$ cat config.mk
export PLATFORM = sky130hd
export DESIGN_NAME = sdf_twiddle_mult
export DESIGN_NICKNAME = d
export VERILOG_FILES = /design/src/rtl/sdf_twiddle_mult.sv
export SDC_FILE = /design/constraint.sdc
export NUM_CORES = 2
export LEC_CHECK = 0
export CORE_MARGIN = 1
export CORE_UTILIZATION = 50
export DETAILED_ROUTE_END_ITERATION = 16
export GPL_ROUTABILITY_DRIVEN = 0
export PLACE_DENSITY = 0.71
export SLEW_MARGIN = 40
export SYNTH_ARGS = -nofsm -noshare
export SYNTH_HDL_FRONTEND = slang
export SYNTH_SLANG_ARGS = --single-unit
$ cat constraint.sdc
create_clock -name clk -period 19.7 [get_ports clk]
set_input_delay 3.94 -clock clk [delete_from_list [all_inputs] [get_ports clk]]
set_output_delay 3.94 -clock clk [all_outputs]
set_load 0.01 [all_outputs]
$ cat src/rtl/sdf_twiddle_mult.sv
// -----------------------------------------------------------------------------
// sdf_twiddle_mult
//
// Twiddle-multiply stage placed between R2^2 SDF butterfly pairs. It tracks the
// sample index n within each N-point frame and derives the twiddle exponent e
// from it. e goes out as the ROM address. The sample is then multiplied by the
// registered ROM output, rounded and saturated. The stream is continuous, so
// there is no backpressure.
//
// Exponent: q = n[ADDR_WIDTH-1:ADDR_WIDTH-2], m = n mod N/4
//   e = 0 (q=0), 2m (q=1), m (q=2), 3m (q=3)
//
// Latency is 4 clock edges, counted from the edge that samples din:
//   edge 1 : tw_addr, stage-1 data/valid/sync
//   edge 2 : ROM output and stage-2 data aligned
//   edge 3 : four partial products registered
//   edge 4 : combine, round, saturate into dout
//
// Parameters
//   WIDTH      data real/imag width (signed)
//   TW_WIDTH   twiddle width, Q1.(TW_WIDTH-1), +1.0 stored as 2^(TW_WIDTH-1)-1
//   N          frame length, power of two, 4..1024
//   ADDR_WIDTH twiddle ROM address width
//
// Ports
//   clk, rst_n            clock, asynchronous active-low reset
//   din_valid, din_sync   input qualifier, frame-start marker (index 0)
//   din_re, din_im        input sample
//   tw_addr               registered twiddle ROM address
//   tw_re, tw_im          ROM data, one-cycle registered read latency
//   dout_valid, dout_sync output qualifier and frame-start marker
//   dout_re, dout_im      rounded and saturated product
//
// Optional feature macro: TWIDDLE_TRIVIAL_BYPASS_EN
//   When it is defined, samples with e == 0 pass through unchanged. This avoids
//   the slight gain loss of the stored +1.0. Latency does not change.
// -----------------------------------------------------------------------------
module sdf_twiddle_mult #(
  parameter int WIDTH      = 16,
  parameter int TW_WIDTH   = 16,
  parameter int N          = 64,
  parameter int ADDR_WIDTH = $clog2(N)
) (
  input  logic                  clk,
  input  logic                  rst_n,
  input  logic                  din_valid,
  input  logic                  din_sync,
  input  logic [WIDTH-1:0]      din_re,
  input  logic [WIDTH-1:0]      din_im,
  output logic [ADDR_WIDTH-1:0] tw_addr,
  input  logic [TW_WIDTH-1:0]   tw_re,
  input  logic [TW_WIDTH-1:0]   tw_im,
  output logic                  dout_valid,
  output logic                  dout_sync,
  output logic [WIDTH-1:0]      dout_re,
  output logic [WIDTH-1:0]      dout_im
);

  localparam int PW    = WIDTH + TW_WIDTH;  // single product width
  localparam int SW    = PW + 1;            // sum of two products
  localparam int SHIFT = TW_WIDTH - 1;

  localparam logic [ADDR_WIDTH-1:0] M_MASK   = ADDR_WIDTH'(N / 4 - 1);
  localparam logic signed [SW-1:0]  RND_HALF = SW'(1) <<< (TW_WIDTH - 2);
  localparam logic signed [SW-1:0]  MAX_V    = {{(SW-WIDTH+1){1'b0}}, {(WIDTH-1){1'b1}}};
  localparam logic signed [SW-1:0]  MIN_V    = {{(SW-WIDTH+1){1'b1}}, {(WIDTH-1){1'b0}}};

  // ---------------------------------------------------------------------------
  // Index and exponent
  // ---------------------------------------------------------------------------
  logic [ADDR_WIDTH-1:0] n_q;
  logic [ADDR_WIDTH-1:0] idx;
  logic [ADDR_WIDTH-1:0] m;
  logic [ADDR_WIDTH-1:0] e;
  logic [1:0]            quad;

  always_comb begin
    // NOTE: every output of this block gets a value before the case, so no
    // path can leave one unassigned and infer a latch.
    idx  = din_sync ? '0 : n_q;
    quad = idx[ADDR_WIDTH-1 -: 2];
    m    = idx & M_MASK;
    e    = '0;
    case (quad)
      2'd1:    e = m << 1;
      2'd2:    e = m;
      2'd3:    e = (m << 1) + m;
      default: e = '0;
    endcase
  end

  // ---------------------------------------------------------------------------
  // Control pipeline: counter, address, valid/sync per stage
  // ---------------------------------------------------------------------------
  logic s1_valid, s1_sync;
  logic s2_valid, s2_sync;
  logic s3_valid, s3_sync;

  // NOTE: sequential state uses non-blocking assignments only, so each stage
  // sees the previous stage's pre-edge value no matter how statements are ordered.
  always_ff @(posedge clk or negedge rst_n) begin
    if (!rst_n) begin
      n_q      <= '0;
      tw_addr  <= '0;
      s1_valid <= 1'b0;
      s1_sync  <= 1'b0;
      s2_valid <= 1'b0;
      s2_sync  <= 1'b0;
      s3_valid <= 1'b0;
      s3_sync  <= 1'b0;
    end else begin
      if (din_valid) begin
        // The counter width matches N, so N-1 -> 0 wraps by itself.
        n_q     <= idx + ADDR_WIDTH'(1);
        tw_addr <= e;
      end
      s1_valid <= din_valid;
      s1_sync  <= din_valid & din_sync;
      s2_valid <= s1_valid;
      s2_sync  <= s1_sync;
      s3_valid <= s2_valid;
      s3_sync  <= s2_sync;
    end
  end

  // ---------------------------------------------------------------------------
  // Datapath: data registers, ROM alignment, partial products
  // ---------------------------------------------------------------------------
  logic signed [WIDTH-1:0] s1_re, s1_im, s2_re, s2_im;
  logic signed [PW-1:0]    p_ac, p_bd, p_ad, p_bc;

  // NOTE: datapath registers have no reset. The valid bits qualify them, and
  // leaving the reset off keeps the reset tree off the wide buses.
  always_ff @(posedge clk) begin
    s1_re <= $signed(din_re);
    s1_im <= $signed(din_im);
    s2_re <= s1_re;
    s2_im <= s1_im;
    // (a + jb)(c + jd): ROM data is valid in the cycle after edge 2.
    p_ac  <= PW'(s2_re) * PW'($signed(tw_re));
    p_bd  <= PW'(s2_im) * PW'($signed(tw_im));
    p_ad  <= PW'(s2_re) * PW'($signed(tw_im));
    p_bc  <= PW'(s2_im) * PW'($signed(tw_re));
  end

`ifdef TWIDDLE_TRIVIAL_BYPASS_EN
  logic                    s1_triv, s2_triv, s3_triv;
  logic signed [WIDTH-1:0] s3_re, s3_im;

  always_ff @(posedge clk) begin
    s1_triv <= (e == '0);
    s2_triv <= s1_triv;
    s3_triv <= s2_triv;
    s3_re   <= s2_re;
    s3_im   <= s2_im;
  end
`endif

  // ---------------------------------------------------------------------------
  // Combine, round half-up, saturate
  // ---------------------------------------------------------------------------
  logic signed [SW-1:0] sum_re, sum_im, rnd_re, rnd_im;

  always_comb begin
    sum_re = SW'(p_ac) - SW'(p_bd);
    sum_im = SW'(p_ad) + SW'(p_bc);
    rnd_re = (sum_re + RND_HALF) >>> SHIFT;
    rnd_im = (sum_im + RND_HALF) >>> SHIFT;
  end

  function automatic logic [WIDTH-1:0] saturate(input logic signed [SW-1:0] x);
    if (x > MAX_V) return MAX_V[WIDTH-1:0];
    if (x < MIN_V) return MIN_V[WIDTH-1:0];
    return x[WIDTH-1:0];
  endfunction

  always_ff @(posedge clk or negedge rst_n) begin
    if (!rst_n) begin
      dout_valid <= 1'b0;
      dout_sync  <= 1'b0;
      dout_re    <= '0;
      dout_im    <= '0;
    end else begin
      dout_valid <= s3_valid;
      dout_sync  <= s3_valid & s3_sync;
      // Data holds its last value when no valid sample arrives.
      if (s3_valid) begin
`ifdef TWIDDLE_TRIVIAL_BYPASS_EN
        if (s3_triv) begin
          dout_re <= s3_re;
          dout_im <= s3_im;
        end else begin
          dout_re <= saturate(rnd_re);
          dout_im <= saturate(rnd_im);
        end
`else
        dout_re <= saturate(rnd_re);
        dout_im <= saturate(rnd_im);
`endif
      end
    end
  end

endmodule
==> impl_metrics.py <==
metrics = {
    "sta": {
        "finalSetupViolCount": 0,
        "relSlewSlack": 0.4115,
        "timing.final.crit_share": 0.5319,
        "worstMarginPinSlew_ps": 882.7,
        "fin_ws_ps": 9222,
        "hold_viol_final": 0,
        "hold_ws_ps": 322.8,
        "maxSlewViolCount": 0,
        "setup_tns_ps": 0,
        "rsz0062_at_grt": "no",
        "finClkSkew_ps": 42.07,
        "finalCriticalPeriod_ps": 10480,
        "max_freq_ghz": 0.09544,
    },
    "synthesis": {
        "synth_compound_area_frac": 0.05655,
        "synth_adder_area_share": 0.5550,
        "synth_mux_area_frac": 0.001587,
        "synth_top_area_frac": 0.4366,
        "synthArstFlopShare": 0.2131,
        "synth-xor-area-share": 0.03114,
        "yosysUniqueCellTypes": 72,
        "syn_avg_cell_area_um2": 9.426,
        "synthSimpleGateAreaFrac": 0.1400,
        "synth_seq_cells": 244,
        "synthTopCellsByArea": "fa_1 (44%), ha_1 (12%), inv_1 (9.2%)",
        "synth_ff_type": "dfxtp_1",
        "synth_top_family_by_area": "adder cells",
        "synth_area_mm2": 0.04810,
        "synth_cells": 5103,
        "synth_warnings": 0,
        "synth_top_area_cell": "fa_1",
        "synthesis.nets": 6675,
        "synth_edf_count": 0,
        "ys_seq_area_frac": 0.1070,
    },
    "clock_network": {
        "postCtsHoldBufs": 0,
        "path_clk_slew_ps": 60,
        "htreeDepth": 2,
        "cts_root_buf": "clkbuf_16",
        "postCtsSetupBuffers": 0,
        "cts-buffers-inserted": 36,
        "clockBufferDepth": 3,
        "clock_latency_ps": 620,
        "cts_tree": "done",
        "cts_resized": 0,
        "clkSinkCount": 244,
    },
    "critical_path": {
        "arrival_ps": 11030,
        "cp_max_fo": 14,
        "crit_type": "in -> reg",
        "cp-start-kind": "input pin",
        "worst_setup_path_end_kind": "flip-flop",
        "crit_required_ps": 20250,
    },
    "global_route": {
        "antenna_found_initial": 2,
        "grtUsageTotal": 0.2521,
        "grt_pass1_vias": 36516,
        "grt_max_degree": 53,
        "grt_pass1_wl_um": 193000,
        "grt_overflow": 0,
    },
    "layout": {
        "syn2layout_area_growth_pct": 7.781,
        "nets": 6680,
        "drive_gt1_frac": 0.03524,
        "n_fill_cell": 8496,
        "fin_util": 0.5448,
        "layout_commonest_cell": "inv_1",
        "final_cell_mix": "inv_1 (1,183), fa_1 (1,049), nand2_1 (553)",
    },
    "die": {
        "dieWidth_um": 312.2,
        "die_h_um": 312.2,
        "core_mm2": 0.09515,
        "fp-row-count": 113,
        "ios": 108,
        "die_area_mm2": 0.09744,
        "initial_core_util": 0.5055,
    },
    "worst_hold_path": {
        "hold_class": "reg -> reg",
    },
    "routing": {
        "wl_um": 113800,
        "vias": 33359,
        "first_pass_iters": 5,
        "wl_per_cell_um": 17.78,
        "ant_nets": 0,
        "post-route-drc-count": 0,
        "drt_iter0_markers": 1961,
        "vias_per_cell": 5.210,
    },
    "outcome": {
        "status": "finished, final reports clean",
    },
    "placed_design": {
        "hpwl_um": 86120,
        "port_buffers": 107,
        "place_ws_ps": 8643,
    },
    "flow_run": {
        "max_cap_viol_count": 0,
    },
}
[layout make-up]
class                      instances  area, um2  area share
multi-input combinational       3470      37720      0.7277
sequential                       244       5167     0.09968
inverter                        1185       4448     0.08580
tap                             1265       1583     0.03053
timing repair buffer             171       1545     0.02981
clock buffer                      43      988.4     0.01907
clock inverter                    23      381.6    0.007361
antenna                            2      5.005  0.00009654
[kinds of logic (layout without fill, tap and decap cells)]
kind of cell,Yosys count,after routing
AOI/OAI and AO/OA,419,419
xor gates and xnor gates,171,171
adders and majority gates,1504,1504
buffers and inverters,1389,1422
DFF,244,244
muxes,7,7
other,0,2
and+or+nand+nor,1369,1369
[routing by layer]
metal,vias up,track usage,part of all wire
li1,15129,-,-
met1,16957,0.3305,0.41
met2,1041,0.4143,0.47
met3,232,0.04141,0.070
met4,0,0.1085,0.046
met5,-,0,0
[Yosys cell counts (all sizes together) (4+ instances only)]
cell and n:
nand2 563, ha 455, nor2b 17, fa 1049, nand3 30, buf 5, o21bai 29, or3 9
mux2 5, nand2b 35, xor2 38, clkbuf 199, o21ai 62, nor3 22, a21oi 161, o211ai 7
and2 504, xnor2 133, dfxtp 192, a31o 4, nor2 158, a31oi 6, and3 11, o31ai 6
inv 1183, a211oi 15, nand4 9, a21boi 4, a22oi 4, o2bb2ai 6, a21o 59, dfrtp 52
o31a 4, o21a 25
[critical path, cell delays in order]
cell             delay [ps]
clkdlybuf4s50_1         680
inv_1                   740
buf_4                   380
nor2_1                   80
fa_1                    510
fa_1                    430
fa_1                    530
fa_1                    430
fa_1                    490
inv_1                    50
fa_1                    470
inv_1                    40
ha_1                    320
a21o_1                  180
nand2_1                  70
nand2_1                  50
a221oi_1                270
o21ai_1                 230
a221o_1                 380
a21oi_1                 230
o21bai_1                130
nand2b_1                120
a31o_2                  160
xnor2_1                 110
[state kept, by name, summed over array words and instances, names as in the netlist, 32 cells and up]
| name | count |
|---|---|
| p_ac | 32 |
| p_ad | 32 |
| p_bc | 32 |
| p_bd | 32 |
[through the flow]
step	instances	instance area (um2)
3_3_place_gp	6334	50440
5_1_grt	6401	51840
6_report	6403	51840
3_5_place_dp	6335	50450
4_1_cts	6401	51820
2_1_floorplan	5103	48100
[path summary, 6_finish.rpt]
| path | startpoint | to | slack, ps | depth (start not counted) |
|---|---|---|---|---|
| min | s1_re[4] | s2_re[4] | 320 | 0 |
| max in group asynchronous | rst_n | dout_im[3] | 15910 | 2 |
| max | tw_im[15] | p_bd[31] | 9220 | 24 |
| max reg2reg | s2_re[10] | p_ac[30] | 12790 | 20 |
| min in group asynchronous | rst_n | dout_re[1] | 3380 | 2 |
| min reg2reg | s1_re[4] | s2_re[4] | 320 | 0 |
Power is not shown: default switching activity piles up to over one toggle a cycle in this logic, so the estimate is an artifact.
